$ cat src/rtl/ram_responder_pkg.sv
// Shared defaults and loader state encoding for the boot-loadable RAM responder.
package ram_responder_pkg;

  localparam int ADR_W_DEF  = 6;
  localparam int DATA_W_DEF = 16;

  typedef enum logic [2:0] {
    IDLE  = 3'd0,
    HI    = 3'd1,
    LO    = 3'd2,
    WRITE = 3'd3,
    DONE  = 3'd4
  } loader_state_t;

  // Boot stream sends the high byte first.
  function automatic logic [15:0] pack_word(input logic [7:0] hi, input logic [7:0] lo);
    return {hi, lo};
  endfunction

endpackage

$ cat src/rtl/ram_responder_sp.sv
// Single-port-write RAM with a registered synchronous read; contents survive reset.
module ram_sp #(
  parameter int ADR_W  = 6,
  parameter int DATA_W = 16
) (
  input  logic              clk,
  input  logic              i_rst,
  input  logic              i_ce,
  input  logic              i_we,
  input  logic [ADR_W-1:0]  i_wadr,
  input  logic [DATA_W-1:0] i_wdata,
  input  logic              i_re,
  input  logic [ADR_W-1:0]  i_radr,
  output logic [DATA_W-1:0] o_rdata
);

  localparam int DEPTH = 2**ADR_W;

  logic [DATA_W-1:0] r_mem [DEPTH];
  logic [DATA_W-1:0] r_rdata;

  // Storage array write port, deliberately not reset.
  always_ff @(posedge clk) begin
    if (i_ce && i_we) begin
      r_mem[i_wadr] <= i_wdata;
    end
  end

  // Read register: holds its value unless a read is performed.
  always_ff @(posedge clk) begin
    if (i_rst) begin
      r_rdata <= '0;
    end else if (i_ce && i_re) begin
      r_rdata <= r_mem[i_radr];
    end
  end

  assign o_rdata = r_rdata;

endmodule

$ cat src/rtl/ram_responder.sv
// CPU-facing RAM with a byte-stream boot loader that fills the whole memory
// image, high byte first, before handing the RAM back to the CPU.
module ram_responder
  import ram_responder_pkg::*;
#(
  parameter int ADR_W  = ADR_W_DEF,
  parameter int DATA_W = DATA_W_DEF
) (
  input  logic              clk,
  input  logic              rst,
  input  logic              ce,
  input  logic [ADR_W-1:0]  adr,
  input  logic              enable_mem,
  input  logic              w_mem,
  input  logic [DATA_W-1:0] data_wr,
  output logic [DATA_W-1:0] data_rd,
  input  logic              boot,
  input  logic [7:0]        byte_in,
  input  logic              byte_valid,
  output logic              byte_ready,
  output logic              boot_done
);

  localparam logic [ADR_W-1:0] PTR_LAST = '1;
  localparam logic [ADR_W-1:0] PTR_ONE  = {{(ADR_W-1){1'b0}}, 1'b1};

  loader_state_t     r_state;
  logic [ADR_W-1:0]  r_ptr;
  logic [7:0]        r_hi;
  logic [7:0]        r_lo;
  logic              r_byte_ready;
  logic              r_boot_done;

  logic              w_ld_we;
  logic              w_cpu_wr;
  logic              w_re;
  logic              w_we;
  logic [ADR_W-1:0]  w_wadr;
  logic [DATA_W-1:0] w_wdata;
  logic [DATA_W-1:0] w_word;
  logic [DATA_W-1:0] w_rdata;

  // boot masks the CPU entirely, so loader and CPU never contend for the port.
  assign w_ld_we  = boot & (r_state == WRITE);
  assign w_cpu_wr = enable_mem & w_mem & ~boot;
  assign w_re     = enable_mem & ~w_mem & ~boot;
  assign w_word   = DATA_W'(pack_word(r_hi, r_lo));

  // Write-port mux between loader and CPU; nothing is written during reset.
  always_comb begin
    w_we    = 1'b0;
    w_wadr  = adr;
    w_wdata = data_wr;
    if (rst) begin
      w_we = 1'b0;
    end else if (w_ld_we) begin
      w_we    = 1'b1;
      w_wadr  = r_ptr;
      w_wdata = w_word;
    end else if (w_cpu_wr) begin
      w_we = 1'b1;
    end else begin
      w_we = 1'b0;
    end
  end

  // Loader FSM; handshake flags are registered alongside the state they decode.
  always_ff @(posedge clk) begin
    if (rst) begin
      r_state      <= IDLE;
      r_ptr        <= '0;
      r_hi         <= 8'h00;
      r_lo         <= 8'h00;
      r_byte_ready <= 1'b0;
      r_boot_done  <= 1'b0;
    end else if (ce) begin
      if (!boot) begin
        r_state      <= IDLE;
        r_byte_ready <= 1'b0;
        r_boot_done  <= 1'b0;
      end else begin
        case (r_state)
          IDLE: begin
            r_state      <= HI;
            r_ptr        <= '0;
            r_byte_ready <= 1'b1;
            r_boot_done  <= 1'b0;
          end
          HI: begin
            if (byte_valid) begin
              r_hi    <= byte_in;
              r_state <= LO;
            end
          end
          LO: begin
            if (byte_valid) begin
              r_lo         <= byte_in;
              r_state      <= WRITE;
              r_byte_ready <= 1'b0;
            end
          end
          WRITE: begin
            if (r_ptr == PTR_LAST) begin
              r_state     <= DONE;
              r_boot_done <= 1'b1;
            end else begin
              r_ptr        <= r_ptr + PTR_ONE;
              r_state      <= HI;
              r_byte_ready <= 1'b1;
            end
          end
          DONE: begin
            r_byte_ready <= 1'b0;
            r_boot_done  <= 1'b1;
          end
          default: begin
            r_state      <= IDLE;
            r_byte_ready <= 1'b0;
            r_boot_done  <= 1'b0;
          end
        endcase
      end
    end
  end

  ram_sp #(
    .ADR_W  (ADR_W),
    .DATA_W (DATA_W)
  ) u_ram (
    .clk     (clk),
    .i_rst   (rst),
    .i_ce    (ce),
    .i_we    (w_we),
    .i_wadr  (w_wadr),
    .i_wdata (w_wdata),
    .i_re    (w_re),
    .i_radr  (adr),
    .o_rdata (w_rdata)
  );

  assign data_rd    = w_rdata;
  assign byte_ready = r_byte_ready;
  assign boot_done  = r_boot_done;

endmodule
$ cat config.mk
export PLATFORM = sky130hd
export DESIGN_NAME = ram_responder
export DESIGN_NICKNAME = d
export VERILOG_FILES = /design/src/rtl/ram_responder_pkg.sv /design/src/rtl/ram_responder_sp.sv /design/src/rtl/ram_responder.sv
export SDC_FILE = /design/constraint.sdc
export NUM_CORES = 1
export LEC_CHECK = 0
export ABC_AREA = 1
export CORE_MARGIN = 2
export CORE_UTILIZATION = 25
export DETAILED_ROUTE_END_ITERATION = 10
export SYNTH_ARGS = -nofsm -noshare
export SYNTH_HDL_FRONTEND = slang
export SYNTH_SLANG_ARGS = --single-unit
$ cat constraint.sdc
create_clock -name clk -period 3.5 [get_ports clk]
set_clock_uncertainty 0.2 [all_clocks]
set_input_delay 0.35 -clock clk [delete_from_list [all_inputs] [get_ports clk]]
set_output_delay 0.35 -clock clk [all_outputs]
set_load 0.1 [all_outputs]
==> results by group <==
Worst setup path
  – Critical-path cell list: inv_1 > nand3_1 > nor2_4 > nand2_4 > o21ai_2 > inv_1 > nor2_1 > nand2_1 > buf_4 > nor2_1 > buf_4
  – Crit path DAT: around 3000 ps
  – FF-to-FF Start: r_state[2]
  – Worst reg-to-reg path cell count: 11
  – Reg2reg setup slack: ~610 ps
  – Worst R2R End: u_ram.r_mem[37][15]
  – WP depth: 11
  – Slowest stage delay, CP: between 400 and 500 ps
  – CP endpoint kind: register
  – Setup CP Type: reg -> reg
  – Crit start category: register
  – CP top delay family: simple AND/OR/NAND/NOR gates
  – Critical-path maximum fanout: 16
  – CP Buf/Inv Count: 4
  – Worst path slowest cell: nor2_1
  – Critical Path RT: ~3700 ps

Die
  – Core area: approximately 170000 µm²
  – Die height: between 400 and 500 µm
  – IO Pins: 55
  – Chip Width: between 400 and 500 µm
  – Initial core utilization: 25.2%
  – Die area: approximately 180000 µm²
  – Num rows: 152

Synth
  – Yosys cell types: 31
  – Mapped Cells: between 3000 and 4000
  – Top cell type by total area after synthesis: edfxtp_1
  – Avg Synthesized Cell Area: 11.6 µm²
  – Synth top area cells: edfxtp_1 (71%), nand3_1 (11%), nand2_1 (10%), dfxtp_1 (2.0%), buf_2 (1.6%)
  – Yosys warns: 0
  – Synth Register Bits: 1067
  – Cell area after synthesis: about 43000 µm²
  – Syn Nets: roughly 3800
  – Area share of the largest cell type after synthesis: 71.1%
  – Sequential area share after synthesis: 73.1%

Timing
  – Hold Vio Cnt, Final: 0
  – Final setup vio count: 0
  – Final Max Slew Viols: 0
  – Period utilization: ~80%
  – Final setup TNS: 0 ps
  – RSZ-0062 raised after global routing: false
  – F_max: between 0.3 and 0.4 GHz
  – Slew @ Worst Pin: about 1100 ps
  – Crit path time final: 2890 ps
  – Slew HR: ~29%

Hold path
  – WHS Endpoint: r_hi[7]
  – Hold Crit Start: byte_in[7]
  – Worst hold path type: in -> reg
  – WHS Path Cells: 3

Global routing
  – GRT Total Usage: 13.7%
  – Vias in the first global route: 27300
  – Grt total ovfl: 0
  – Initial antenna violation count: 1
  – Largest net degree at the start of global routing: between 150 and 200
  – First-pass GRT wire length: approximately 180000 µm

Run status
  – Status: finished, final reports clean

Clock network
  – H-tree Lvls: 3
  – Post-CTS sizing: 0
  – Clock Latency Late Sink: just under 700 ps
  – Post-CTS setup buffers: 0
  – Bufs on Longest Clock Path: 3
  – Cts hold-fix bufs: 0
  – Total CTS buffers: 108
  – Clock sink count: around 1100
  – Clk Tree Root Cell: clkbuf_16
  – Clk slew on worst S/H paths: ~60 ps
  – CTS tree: done

Routing
  – Routed wire length on met2: around 60000 µm
  – DRT Pass-1 Iters: 5
  – Via density: roughly 4.6
  – WL per Instance: about 20 µm
  – Highest metal used: met4
  – Vias: between 20000 and 30000
  – Met3 WL: 9410 µm
  – Antenna-violating nets left: 0
  – # DRC: 0
  – Routed wire length: 124000 µm
  – DR iter-0 viols: around 3300
  – Met1 Wirelength: 50600 µm

Finish
  – P&R area growth vs syn: 17.1%
  – Final #Nets: 3848
  – # diodes: 0
  – Layout cells sized above 1: 9.59%

Run
  – # Max-Cap Violations: 0

Placed design
  – HPWL Detailed: around 70000 µm
  – Final GP Congestion: between 0.8 and 0.9
  – I/O Buffers: 54

Power and ir drop
  – Pwr/cell area: about 540 nW/µm²
  – Peak supply drop: approximately 0.37 mV
  – Total chip power: ~27 mW
  – Leakage: 17.7 nW
## sequential cells by signal, indices dropped and copies added (netlist names)
| signal | count |
|---|---|
| r_hi | 8 |
| r_lo | 8 |
| boot_done | 1 |
| byte_ready | 1 |
| u_ram.r_mem | 1024 |
| r_ptr | 6 |
| r_state | 3 |
| u_ram.o_rdata | 16 |
## cells in the final DEF (no fill, tap or decap), types with 3 or more instances in the layout
| cell type | n |
|---|---|
| clkinv_1 | 22 |
| inv_1 | 38 |
| nor2_1 | 142 |
| buf_4 | 134 |
| inv_2 | 4 |
| clkinv_8 | 4 |
| buf_12 | 30 |
| clkinvlp_4 | 3 |
| nand2_1 | 1198 |
| o21ai_0 | 22 |
| clkinv_4 | 4 |
| o21ai_2 | 6 |
| edfxtp_1 | 1024 |
| a21oi_1 | 8 |
| dfxtp_1 | 43 |
| mux2_2 | 16 |
| bufinv_16 | 11 |
| clkbuf_1 | 20 |
| nor2_2 | 4 |
| nand3_1 | 958 |
| clkbuf_16 | 109 |
| clkdlybuf4s50_1 | 44 |
| nand2_2 | 8 |
| clkinv_2 | 27 |
## metrics by stage
stage | hold slack (ps) | setup slack (ps) | cell area, µm² | utilization, % | instances
after detailed placement | 253 | 362 | 47200 | 27.5 | 6010
after global routing | 170 | 470 | 50700 | 29.5 | 6210
after floorplan | 251 | 768 | 43200 | - | 3720
after CTS | 122 | 652 | 50700 | 29.5 | 6210
final | 149 | 614 | 50700 | 29.5 | 6210
after global placement | 252 | 345 | 47200 | 27.5 | 6010
## cell usage after synthesis
master    instances
nand2_1        1198
edfxtp_1       1024
nand3_1         958
buf_2           142
nor2_1          142
clkbuf_1         67
dfxtp_1          43
inv_1            40
o21ai_0          22
buf_1            19
mux2_2           16
a21oi_1           8
nand2_2           8
o21ai_2           6
inv_2             5
nor2_2            4
nor3_1            3
buf_6             2
a21oi_2           1
a221oi_1          1
a31oi_1           1
buf_4             1
clkinv_1          1
ha_1              1
nand2_4           1
nand3_2           1
nor2_4            1
nor3_2            1
nor3b_1           1
o21ai_1           1
or2_2             1
## report_power, final
part | total [mW] | internal (mW) | switching [mW]
Sequential | 14.0 | 14.0 | 0.0115
Combinational | 1.82 | 0.450 | 1.37
Clock | 11.4 | 6.54 | 4.83
Total | 27.2 | 21.0 | 6.22
## per-layer routing
metal  track usage [%]  vias to the layer above
met3              2.10                      183
met5                 0                        -
li1                  -                    13300
met4              4.66                        0
met1              18.1                    14000
met2              22.8                     1241
## tightest hold or removal path: stages
cell	delay, ps
clkdlybuf4s50_1	410
o21ai_0	160
nor2_1	40
## area by class of cell
| cell class | count | area (µm²) |
|---|---|---|
| clock inverters | 70 | 667 |
| flip-flops and latches | 1067 | 31600 |
| repair buffers | 211 | 2080 |
| fillers | 17300 | 121000 |
| well taps | 2310 | 2890 |
| inverters | 46 | 190 |
| multi-input cells | 2376 | 10400 |
| clock buffers | 130 | 2820 |
## worst max-delay path by stage
stage                     from                  end  slack, ps
global route        r_state[2]  u_ram.r_mem[37][15]        470
finish              r_state[2]  u_ram.r_mem[37][15]        610
floorplan               adr[0]   u_ram.r_mem[14][0]        770
detailed placement        boot   u_ram.r_mem[37][0]        360
CTS                 r_state[2]  u_ram.r_mem[37][10]        650
global placement          boot  u_ram.r_mem[37][13]        350
## logic make-up (layout without fill, tap and decap cells)
logic type               count (synthesis)  count (layout)  synth area share, %
AND/OR/NAND/NOR                       2319            2319                 23.1
flip-flops                            1067            1067                 73.1
buffers and inverters                  277             457                 2.86
AO/OA/AOI/OAI                           40              40                0.535
multiplexers                            16              16                0.417
adder cells (fa/ha/maj)                  1               1               0.0289
Power figures use the tool's default switching activity.
